### src/rtl/hist_bin_collect_pkg.sv
// Shared definitions for the histogram bin collector: bin/height/word sizes,
// FSM state encoding and small helpers used by the top and its sub-module.
package hist_bin_collect_pkg;

    localparam int unsigned NUM_BINS = 8;
    localparam int unsigned H_W      = 8;
    localparam int unsigned ID_W     = 64;
    localparam int unsigned BIN_W    = 3;
    localparam int unsigned IDX_W    = 3;

    typedef enum logic [2:0] {
        ST_IDLE  = 3'd0,
        ST_ACCUM = 3'd1,
        ST_SCAN  = 3'd2,
        ST_SHIFT = 3'd3,
        ST_PACK  = 3'd4,
        ST_DONE  = 3'd5
    } state_t;

    typedef logic [H_W-1:0] height_t;

    // Width of the normalisation shift amount: s ranges over 0..cnt_w-8.
    function automatic int unsigned shift_w(input int unsigned cnt_w);
        return (cnt_w > 8) ? $clog2(cnt_w - 7) : 1;
    endfunction

    // Pack bar heights into the published word, bin0 in the most significant byte.
    function automatic logic [ID_W-1:0] pack_heights(input height_t h [NUM_BINS]);
        logic [ID_W-1:0] r;
        r = '0;
        for (int i = 0; i < int'(NUM_BINS); i++) begin
            r[int'(ID_W) - 1 - i * int'(H_W) -: H_W] = h[i];
        end
        return r;
    endfunction

endpackage

### src/rtl/hist_bin_collect_if.sv
// Histogram collector bus: pixel/frame stream into the collector and the
// packed bar-height word out to the draw/colour stage.
//   master : stream source / result consumer
//   slave  : the collector itself
interface hist_bin_collect_if #(
    parameter int unsigned PIX_W = 8
);
    import hist_bin_collect_pkg::*;

    logic [PIX_W-1:0] pix_data;
    logic             pix_valid;
    logic             frame_start;
    logic             frame_end;
    logic [ID_W-1:0]  id_value;
    logic             id_valid;
    logic             busy;

    modport master (
        output pix_data,
        output pix_valid,
        output frame_start,
        output frame_end,
        input  id_value,
        input  id_valid,
        input  busy
    );

    modport slave (
        input  pix_data,
        input  pix_valid,
        input  frame_start,
        input  frame_end,
        output id_value,
        output id_valid,
        output busy
    );

endinterface

### src/rtl/hist_bin_collect_shift_sel.sv
// hist_shift_sel: combinational priority encoder choosing the smallest right
// shift s in 0..CNT_W-8 such that (max_cnt >> s) fits in 8 bits.
//   max_cnt  in  CNT_W  largest bin count of the frame
//   shift_c  out S_W    normalisation shift (0 when max_cnt <= 255)
module hist_shift_sel
    import hist_bin_collect_pkg::*;
#(
    parameter  int unsigned CNT_W = 20,
    localparam int unsigned S_W   = shift_w(CNT_W)
) (
    input  logic [CNT_W-1:0] max_cnt,
    output logic [S_W-1:0]   shift_c
);

    // The highest set bit at position p >= 8 needs s = p - 7; ascending scan,
    // so the last hit (the highest bit) wins.
    always_comb begin
        shift_c = '0;
        for (int i = 1; i <= int'(CNT_W) - 8; i++) begin
            if (max_cnt[i + 7]) begin
                shift_c = S_W'(i);
            end
        end
    end

endmodule

### src/rtl/hist_bin_collect.sv
// hist_bin_collect: bins a luma pixel stream into 8 bins per frame, then at
// frame end normalises the counts to 8-bit bar heights and publishes them as
// one packed word with a single-cycle strobe.
//   clk  in  1     clock, posedge
//   rst  in  1     synchronous active-low reset
//   bus  slave     pix_data/pix_valid/frame_start/frame_end in,
//                  id_value/id_valid/busy out (all outputs registered)
module hist_bin_collect
    import hist_bin_collect_pkg::*;
#(
    parameter int unsigned PIX_W = 8,
    parameter int unsigned CNT_W = 20
) (
    input  logic               clk,
    input  logic               rst,
    hist_bin_collect_if.slave  bus
);

    localparam int unsigned S_W = shift_w(CNT_W);

    state_t             state;
    logic [CNT_W-1:0]   cnt [NUM_BINS];
    logic [IDX_W-1:0]   idx;
    logic [CNT_W-1:0]   max_cnt;
    logic [S_W-1:0]     shift;
    height_t            stage [NUM_BINS];
    logic [ID_W-1:0]    id_value_q;
    logic               id_valid_q;
    logic               busy_q;

    logic [BIN_W-1:0]   pix_bin_c;
    logic [CNT_W-1:0]   pix_inc_c;
    logic [CNT_W-1:0]   scan_cnt_c;
    logic [CNT_W-1:0]   shifted_c;
    height_t            height_c;
    logic [S_W-1:0]     shift_c;
    logic               unused_pix_c;

    assign bus.id_value = id_value_q;
    assign bus.id_valid = id_valid_q;
    assign bus.busy     = busy_q;

    // Only the top three luma bits select the bin.
    assign pix_bin_c    = bus.pix_data[PIX_W-1 -: BIN_W];
    assign unused_pix_c = ^bus.pix_data[PIX_W-BIN_W-1:0];

    // Saturating increment of the addressed bin.
    assign pix_inc_c = (cnt[pix_bin_c] == '1) ? cnt[pix_bin_c]
                                              : cnt[pix_bin_c] + CNT_W'(1);

    // Bin under the scan/pack index, and its clipped bar height.
    assign scan_cnt_c = cnt[idx];
    assign shifted_c  = scan_cnt_c >> shift;
    assign height_c   = (|(shifted_c >> H_W)) ? '1 : shifted_c[H_W-1:0];

    hist_shift_sel #(
        .CNT_W   (CNT_W)
    ) u_shift_sel (
        .max_cnt (max_cnt),
        .shift_c (shift_c)
    );

    // Frame FSM, counter bank, staging and output registers.
    always_ff @(posedge clk) begin
        if (!rst) begin
            state      <= ST_IDLE;
            idx        <= '0;
            max_cnt    <= '0;
            shift      <= '0;
            id_value_q <= '0;
            id_valid_q <= 1'b0;
            busy_q     <= 1'b0;
            for (int i = 0; i < int'(NUM_BINS); i++) begin
                cnt[i]   <= '0;
                stage[i] <= '0;
            end
        end else begin
            id_valid_q <= 1'b0;
            case (state)
                ST_IDLE: begin
                    if (bus.frame_start) begin
                        // Clear the bank; a coincident pixel is the frame's first.
                        for (int i = 0; i < int'(NUM_BINS); i++) begin
                            cnt[i] <= '0;
                        end
                        if (bus.pix_valid) begin
                            cnt[pix_bin_c] <= CNT_W'(1);
                        end
                        state <= ST_ACCUM;
                    end
                end

                ST_ACCUM: begin
                    if (bus.frame_end) begin
                        // frame_end beats a coincident frame_start; the last pixel still counts.
                        if (bus.pix_valid) begin
                            cnt[pix_bin_c] <= pix_inc_c;
                        end
                        idx     <= '0;
                        max_cnt <= '0;
                        busy_q  <= 1'b1;
                        state   <= ST_SCAN;
                    end else if (bus.frame_start) begin
                        for (int i = 0; i < int'(NUM_BINS); i++) begin
                            cnt[i] <= '0;
                        end
                        if (bus.pix_valid) begin
                            cnt[pix_bin_c] <= CNT_W'(1);
                        end
                    end else if (bus.pix_valid) begin
                        cnt[pix_bin_c] <= pix_inc_c;
                    end
                end

                ST_SCAN: begin
                    if (scan_cnt_c > max_cnt) begin
                        max_cnt <= scan_cnt_c;
                    end
                    idx <= idx + IDX_W'(1);
                    if (idx == IDX_W'(NUM_BINS - 1)) begin
                        state <= ST_SHIFT;
                    end
                end

                ST_SHIFT: begin
                    shift <= shift_c;
                    state <= ST_PACK;
                end

                ST_PACK: begin
                    stage[idx] <= height_c;
                    idx        <= idx + IDX_W'(1);
                    if (idx == IDX_W'(NUM_BINS - 1)) begin
                        busy_q <= 1'b0;
                        state  <= ST_DONE;
                    end
                end

                ST_DONE: begin
                    id_value_q <= pack_heights(stage);
                    id_valid_q <= 1'b1;
                    state      <= ST_IDLE;
                end

                default: begin
                    busy_q <= 1'b0;
                    state  <= ST_IDLE;
                end
            endcase
        end
    end

endmodule

### src/flat_wrapper.sv
// flat-port wrapper written by rule: the top's interface ports become plain ports
module hist_bin_collect_flat import hist_bin_collect_pkg::*;
#(
    parameter int unsigned PIX_W = 8,
    parameter int unsigned CNT_W = 20
)
  (clk, rst, bus_pix_data, bus_pix_valid, bus_frame_start, bus_frame_end, bus_id_value, bus_id_valid, bus_busy);
  hist_bin_collect_if #(.PIX_W(PIX_W)) bus_i ();
  input  logic clk;
  input  logic rst;
  input wire logic [$bits(bus_i.pix_data)-1:0] bus_pix_data;
  input wire logic [$bits(bus_i.pix_valid)-1:0] bus_pix_valid;
  input wire logic [$bits(bus_i.frame_start)-1:0] bus_frame_start;
  input wire logic [$bits(bus_i.frame_end)-1:0] bus_frame_end;
  output wire logic [$bits(bus_i.id_value)-1:0] bus_id_value;
  output wire logic [$bits(bus_i.id_valid)-1:0] bus_id_valid;
  output wire logic [$bits(bus_i.busy)-1:0] bus_busy;
  assign bus_i.pix_data = bus_pix_data;
  assign bus_i.pix_valid = bus_pix_valid;
  assign bus_i.frame_start = bus_frame_start;
  assign bus_i.frame_end = bus_frame_end;
  assign bus_id_value = bus_i.id_value;
  assign bus_id_valid = bus_i.id_valid;
  assign bus_busy = bus_i.busy;
  hist_bin_collect #(.PIX_W(PIX_W), .CNT_W(CNT_W)) u_core (.clk(clk), .rst(rst), .bus(bus_i));
endmodule
### config.mk
export PLATFORM = sky130hd
export DESIGN_NAME = hist_bin_collect_flat
export DESIGN_NICKNAME = d
export VERILOG_FILES = /design/src/rtl/hist_bin_collect_pkg.sv /design/src/rtl/hist_bin_collect_if.sv /design/src/rtl/hist_bin_collect_shift_sel.sv /design/src/rtl/hist_bin_collect.sv /design/src/flat_wrapper.sv
export SDC_FILE = /design/constraint.sdc
export NUM_CORES = 1
export LEC_CHECK = 0
export CAP_MARGIN = 20
export CORE_ASPECT_RATIO = 2
export CORE_MARGIN = 5
export CORE_UTILIZATION = 30
export CTS_CLUSTER_DIAMETER = 40
export DETAILED_ROUTE_END_ITERATION = 8
export HOLD_SLACK_MARGIN = 0.12
export SLEW_MARGIN = 20
export SYNTH_ARGS = -nofsm -noshare
export SYNTH_HDL_FRONTEND = slang
export SYNTH_SLANG_ARGS = --single-unit
### constraint.sdc
create_clock -name clk -period 7.7 [get_ports clk]
set_input_delay 0.77 -clock clk [delete_from_list [all_inputs] [get_ports clk]]
set_output_delay 0.77 -clock clk [all_outputs]
set_load 0.05 [all_outputs]
==> results of run 1 <==
[area by class of cell]
| cell class | count | area [um^2] | share of cell area (%) |
|---|---|---|---|
| Clock inverter | 20 | 168.9 | 0.9167 |
| Inverter | 46 | 172.7 | 0.9371 |
| Timing Repair Buffer | 110 | 988.4 | 5.364 |
| Multi-Input combinational cell | 1129 | 7382 | 40.06 |
| Tap cell | 671 | 839.6 | 4.556 |
| Sequential cell | 323 | 8070 | 43.80 |
| Clock buffer | 36 | 804.5 | 4.366 |
[stage by stage]
step                      cell area [um^2]  cells  hold WS, ps
after global routing                 18430   2335        465.8
after floorplan                      16140   1612        428.8
after global placement               17430   2279        440.5
final                                18430   2335        453.0
after CTS                            18400   2335        450.4
after detailed placement             17430   2279        439.7
[sequential cells by signal, summed over array words and instances (netlist names), named ones only]
name,count
u_core.bus.busy,1
u_core.idx,3
u_core.bus.id_value,64
u_core.max_cnt,20
u_core.state,3
u_core.shift,4
u_core.stage,64
u_core.bus.id_valid,1
u_core.cnt,160
[power groups by stage]
stage | clock network (mW) | logic (mW) | registers [mW]
after global routing | 1.57 | 0.565 | 1.91
after CTS | 1.51 | 0.528 | 1.91
after floorplan | 0 | 0.356 | 1.93
after detailed placement | 0 | 0.527 | 1.95
after global placement | 0 | 0.518 | 1.94
final | 1.48 | 0.530 | 1.91
[layer usage]
metal	global-route usage [%]	up-vias
li1	-	5954
met1	15.06	6268
met2	33.16	485
met3	1.718	203
met4	13.39	0
met5	0	-
[cells in the final DEF, fill, tap and decap left out, types with 31 or more instances in the layout]
master           instances
a21oi_1                102
a31oi_1                 58
buf_4                   37
clkbuf_16               31
clkdlybuf4s50_1         69
dfxtp_1                161
edfxtp_1               160
inv_1                   42
mux2i_1                 52
mux4_2                  49
nand2_1                191
nor2_1                 248
o21ai_0                 85
[worst register-to-register path, cell delays in order, from the launching register on]
cell,delay [ps]
dfxtp_2,760
buf_4,560
mux4_2,600
mux2i_4,270
inv_2,140
ha_1,320
and3_1,170
nand4_1,140
nor2_1,170
nand4_1,140
o221a_2,260
a31oi_1,500
nand2_1,510
o2bb2ai_1,290
[cell usage after synthesis, drive strengths merged (24+ instances only)]
cell      n  share of area [%]
a31oi    58                2.2
a21oi   102                3.2
nand2   191                4.4
clkbuf   68                1.6
o21ai    95                2.9
edfxtp  160                 30
nor2    250                5.9
mux4     49                6.8
nor3     26               0.90
dfxtp   163                 20
buf      46                1.8
mux2i    55                3.5
inv      45                1.0
nand3    24               0.78
[cell families after synthesis]
kind of cell	after synthesis	synth area share (%)
xor gates and xnor gates	12	0.6513
muxes	123	11.75
adders and majority gates	23	1.783
DFF	323	50.00
buffers and inverters	160	4.497
AOI/OAI and AO/OA	389	15.38
and+or+nand+nor	582	15.94
[path summary, 6_finish.rpt]
check                                            start                                    to  slack (ps)  depth (start not counted)
hold / removal    u_core.bus.id_value[38]$_SDFFE_PN0P_  u_core.bus.id_value[38]$_SDFFE_PN0P_         450                          2
setup / recovery                              register       u_core.max_cnt[14]$_SDFFE_PN0P_        2780                         13
setup reg to reg                              register       u_core.max_cnt[14]$_SDFFE_PN0P_        2780                         13
hold reg to reg   u_core.bus.id_value[38]$_SDFFE_PN0P_  u_core.bus.id_value[38]$_SDFFE_PN0P_         450                          2
==> flow_metrics.py, run 1 <==
metrics = {
    "outcome": {
        "status": "finished, final reports clean",
    },
    "critical_path": {
        "path_common_cell": "nand4_1",
        "worstSetupEndpointType": "register",
        "crit_arrival_ps": 5420,
        "cpMaxStageDelayCell": "dfxtp_2",
        "worstSetupPathType": "register to register",
        "slowest_delay_ps": 760,
        "worst-path-buf-inv": 2,
        "crit_family": "simple AND/OR/NAND/NOR gates",
        "crit_required_ps": 8200,
        "critPathMaxFanout": 22,
        "worstPathCellList": "buf_4 > mux4_2 > mux2i_4 > inv_2 > ha_1 > and3_1 > nand4_1 > nor2_1 > nand4_1 > o221a_2 > a31oi_1 > nand2_1 > o2bb2ai_1",
        "critPathLaunchType": "register",
    },
    "logic_synthesis": {
        "syn-cell-area_um2": 16140,
        "ys_ff_latch": 323,
        "synth.distinct_cells": 83,
        "yosys_warnings": 0,
        "syn_nets": 1648,
        "netlist_instances": 1612,
        "synth-edff-count": 160,
        "synth-seq-area-share_pct": 50.00,
        "yosys_most_used_dff": "dfxtp_1",
        "ys_async_sr_fraction_pct": 0,
        "avgSynthCellArea_um2": 10.01,
    },
    "pwr": {
        "cellInternalPower_mw": 2.825,
        "switching_power_mw": 1.093,
        "design_power_total_mw": 3.918,
        "cellPowerDensity_nw_per_um2": 212.7,
        "power.share.combinational_pct": 13.5,
        "p_sw_share_pct": 27.89,
        "power.ir.vdd_worst_v": 0.0001408,
        "p_leak_nw": 6.281,
        "power_frac_seq_pct": 48.7,
        "clkPwrFrac_pct": 37.8,
    },
    "clock_tree": {
        "cts_resized": 0,
        "clk_pin_slew_ps": 70,
        "root_buffer": "clkbuf_16",
        "htree_num_levels": 1,
        "cts_made_buffers": 30,
        "clkLatencyLatePin_ps": 590,
        "ctsHoldBuffers": 0,
        "cts_tree": "done",
        "cts_setup_buffers": 0,
        "clock_sinks": 323,
        "ctsLongestPathBuffers": 3,
    },
    "timing": {
        "setup_tns_ps": 0,
        "slew_headroom_pct": 24.54,
        "fmax_mhz": 203.3,
        "hold_viol_final": 0,
        "fin_crit_ps": 4919,
        "grt_setup_unrepaired": "false",
        "setup-violations-final": 0,
        "slew_violations": 0,
        "fin_crit_sh_pct": 63.89,
        "fin_ws_ps": 2781,
        "worst_pin_slew_ps": 1128,
        "finalClockSkew_ps": 19.93,
    },
    "placement": {
        "numPortBuffers": 73,
        "place_hpwl_mm": 36.30,
        "dpl_worst_slack_ps": 2453,
        "gp_congestion": 0.9296,
    },
    "cells_and_area": {
        "area_growth_pct": 14.19,
        "drive_gt1_share_pct": 11.36,
        "n_fill_cell": 5377,
        "fin_util_pct": 34.47,
        "antenna_cells": 0,
        "fin_nets": 1676,
    },
    "drt": {
        "drc_errors": 0,
        "vias_per_cell": 5.529,
        "dr_wl_met3_mm": 2.306,
        "met1_length_mm": 16.42,
        "wl_per_cell_um": 21.78,
        "drt_iter0_drc": 893,
        "topRoutingLayerUsed": "met4",
        "wl_met2_mm": 27.72,
        "routed_wl_mm": 50.87,
        "detail-route-antenna-nets": 0,
        "first_pass_iters": 5,
        "vias": 12910,
    },
    "die": {
        "die_area_um2": 58810,
        "num_rows": 120,
        "design.core.area_um2": 53450,
        "dieWidth_um": 174.0,
        "num_io_pins": 79,
        "initial_core_util_pct": 30.19,
        "die_h_um": 338.0,
    },
    "global_route": {
        "grt_pass1_wl_mm": 76.65,
        "grt_start_max_net_pins": 67,
        "grt-ovfl-total": 0,
        "grtUsageTotal_pct": 16.71,
        "grt_pass1_vias": 13235,
        "antenna_found_initial": 0,
    },
    "hold_path": {
        "hp-class": "register to register",
    },
    "run": {
        "maxCapViolations": 0,
    },
}
Power figures use the tool's default switching activity.
==> run 2, diff against run 1 <==
- clock period: 7.7 -> 4.3 ns (I/O delays scaled with it)
==> run 2 against run 1 <==
Sequential share of layout area decreased by 2.0 points. Clock skew increased by 14 ps. Critical path depth decreased by 4. Utilization increased by 1.7 points. Non-clock buffer count increased by 85. Die area unchanged. Final cell count increased by 3.9%. Combinational power increased by 100%. Sequential power increased by 80%. Via count increased by 1.2%. Worst hold slack got worse by 170 ps. Clock-buffer cell count increased by 8. Critical endpoint is now u_core.stage[55]$_SDFFE_PN0P_. Largest power group unchanged.
==> flow_metrics.py, run 2 (synthesis gave the netlist of run 1 again) <==
metrics = {
    "die": {
        "dieWidth_um": 174.0,
        "die_h_um": 338.0,
        "die_area_um2": 58810,
        "initial_core_util_pct": 30.19,
        "num_rows": 120,
        "design.core.area_um2": 53450,
        "num_io_pins": 79,
    },
    "cells_and_area": {
        "largest_reg_flops": 160,
        "drive_gt1_share_pct": 16.18,
        "antenna_cells": 0,
        "fin_nets": 1765,
        "area_growth_pct": 19.68,
        "seqCellArea_um2": 8070,
        "multi_input_area_um2": 7382,
        "final_common_cell": "nor2_1",
        "n_fill_cell": 5252,
        "final_cell_mix": "nor2_1 (248), nand2_1 (191), dfxtp_1 (161), edfxtp_1 (160), buf_4 (115)",
        "fin_util_pct": 36.13,
        "max_flop_register": "u_core.cnt",
        "finalInstanceArea_um2": 19310,
    },
    "critical_path": {
        "critPathLaunchType": "register",
        "regToRegSetupSlack_ps": 360,
        "rr_worst_depth": 9,
        "crit_arrival_ps": 4350,
        "reg2reg_to": "u_core.stage[55]$_SDFFE_PN0P_",
        "worstSetupPathType": "register to register",
        "worstSetupEndpointType": "register",
        "crit_required_ps": 4710,
        "critPathMaxFanout": 29,
    },
    "run": {
        "maxCapViolations": 0,
    },
    "placement": {
        "gp_congestion": 0.9351,
        "place_hpwl_mm": 39.25,
        "numPortBuffers": 73,
        "place_area_um2": 18160,
    },
    "pwr": {
        "p_leak_nw": 6.804,
        "power.share.combinational_pct": 14.4,
        "clkPwrFrac_pct": 39.6,
        "cellPowerDensity_nw_per_um2": 386.2,
        "power.ir.vdd_worst_v": 0.0002009,
        "power_frac_seq_pct": 46.0,
        "p_sw_share_pct": 27.63,
        "switching_power_mw": 2.061,
        "cellInternalPower_mw": 5.397,
    },
    "drt": {
        "drt_iter0_drc": 858,
        "detail-route-antenna-nets": 0,
        "vias_per_cell": 5.386,
        "first_pass_iters": 5,
        "routed_wl_mm": 53.34,
        "vias": 13067,
        "drc_errors": 0,
        "wl_per_cell_um": 21.99,
    },
    "timing": {
        "slew_headroom_pct": 33.00,
        "hold_viol_final": 0,
        "finalClockSkew_ps": 34.31,
        "worst_pin_slew_ps": 1005,
        "setup-violations-final": 0,
        "fin_crit_ps": 3936,
        "grt_setup_unrepaired": "false",
        "fmax_mhz": 254.0,
        "setup_tns_ps": 0,
        "slew_violations": 0,
        "fin_crit_sh_pct": 91.54,
    },
    "hold_path": {
        "min_to": "u_core.shift[1]$_SDFFE_PN0N_",
        "worstHoldStart": "rst",
        "worstHoldPathCells": 3,
        "hp-class": "input pin to register",
    },
    "clock_tree": {
        "root_buffer": "clkbuf_16",
        "ctsHoldBuffers": 0,
        "cts_resized": 0,
        "cts_tree": "done",
        "clk_pin_slew_ps": 60,
        "clkLatencyLatePin_ps": 540,
        "htree_num_levels": 2,
        "cts_setup_buffers": 0,
        "cts_made_buffers": 34,
        "clock_sinks": 323,
        "ctsLongestPathBuffers": 3,
    },
    "global_route": {
        "grtUsageTotal_pct": 17.64,
        "antenna_found_initial": 0,
        "grt_pass1_wl_mm": 79.59,
        "grt_pass1_vias": 13419,
        "grt_start_max_net_pins": 73,
        "grt-ovfl-total": 0,
    },
    "outcome": {
        "status": "finished, final reports clean",
    },
}
-- run 2: how the worst max path moves through the flow --
stage / endpoint / slack (ps) / startpoint / cells after the start
5_1_grt: u_core.max_cnt[8]$_SDFFE_PN0P_ / 180 / register / 12
3_3_place_gp: u_core.cnt[4][14]$_SDFFCE_PN0P_ / 390 / bus_pix_data[7] / 12
3_5_place_dp: u_core.cnt[5][14]$_SDFFCE_PN0P_ / 320 / bus_pix_data[7] / 12
4_1_cts: u_core.stage[55]$_SDFFE_PN0P_ / 430 / register / 9
6_report: u_core.stage[55]$_SDFFE_PN0P_ / 360 / register / 9
2_1_floorplan: u_core.max_cnt[11]$_SDFFE_PN0P_ / 680 / register / 17
-- run 2: per-stage QoR --
step | power, mW | hold WS, ps | cells | worst slack [ps]
after floorplan | 4.088 | 428.8 | 1612 | 682.7
after global placement | 4.540 | 440.5 | 2364 | 390.3
after detailed placement | 4.560 | 440.8 | 2364 | 315.1
after CTS | 7.507 | 263.8 | 2426 | 432.5
after global routing | 7.718 | 317.2 | 2426 | 178.5
final | 7.458 | 287.8 | 2426 | 363.6
-- run 2: routing by layer --
layer  GRT usage (%)  vias up  share of wire (%)
li1                -     6117                  -
met1           15.53     6346                 31
met2           35.78      424                 56
met3           1.875      180                4.3
met4           13.32        0                8.3
met5               0        -                  0
-- run 2: power groups by stage --
stage / clock network [mW] / logic (mW) / registers, mW
2_1_floorplan: 0 / 0.638 / 3.45
3_3_place_gp: 0 / 1.06 / 3.48
3_5_place_dp: 0 / 1.07 / 3.49
4_1_cts: 3.01 / 1.07 / 3.42
5_1_grt: 3.14 / 1.14 / 3.43
6_report: 2.96 / 1.07 / 3.43
-- run 2: layout make-up --
class                           instances  area share, %
Clock buffer                           44          5.086
Tap cell                              671          4.347
Timing Repair Buffer                  195          8.876
Clock inverter                         18         0.7839
Sequential cell                       323          41.79
Inverter                               46         0.8941
Multi-Input combinational cell       1129          38.22
-- run 2: worst max-delay path: stages (launching register included) --
cell and delay (ps):
dfxtp_2 960, mux4_2 430, and2_1 190, or2_0 440, buf_4 250, mux4_2 520
a22oi_1 210, o211ai_1 410, nor2_1 280, a21oi_1 90
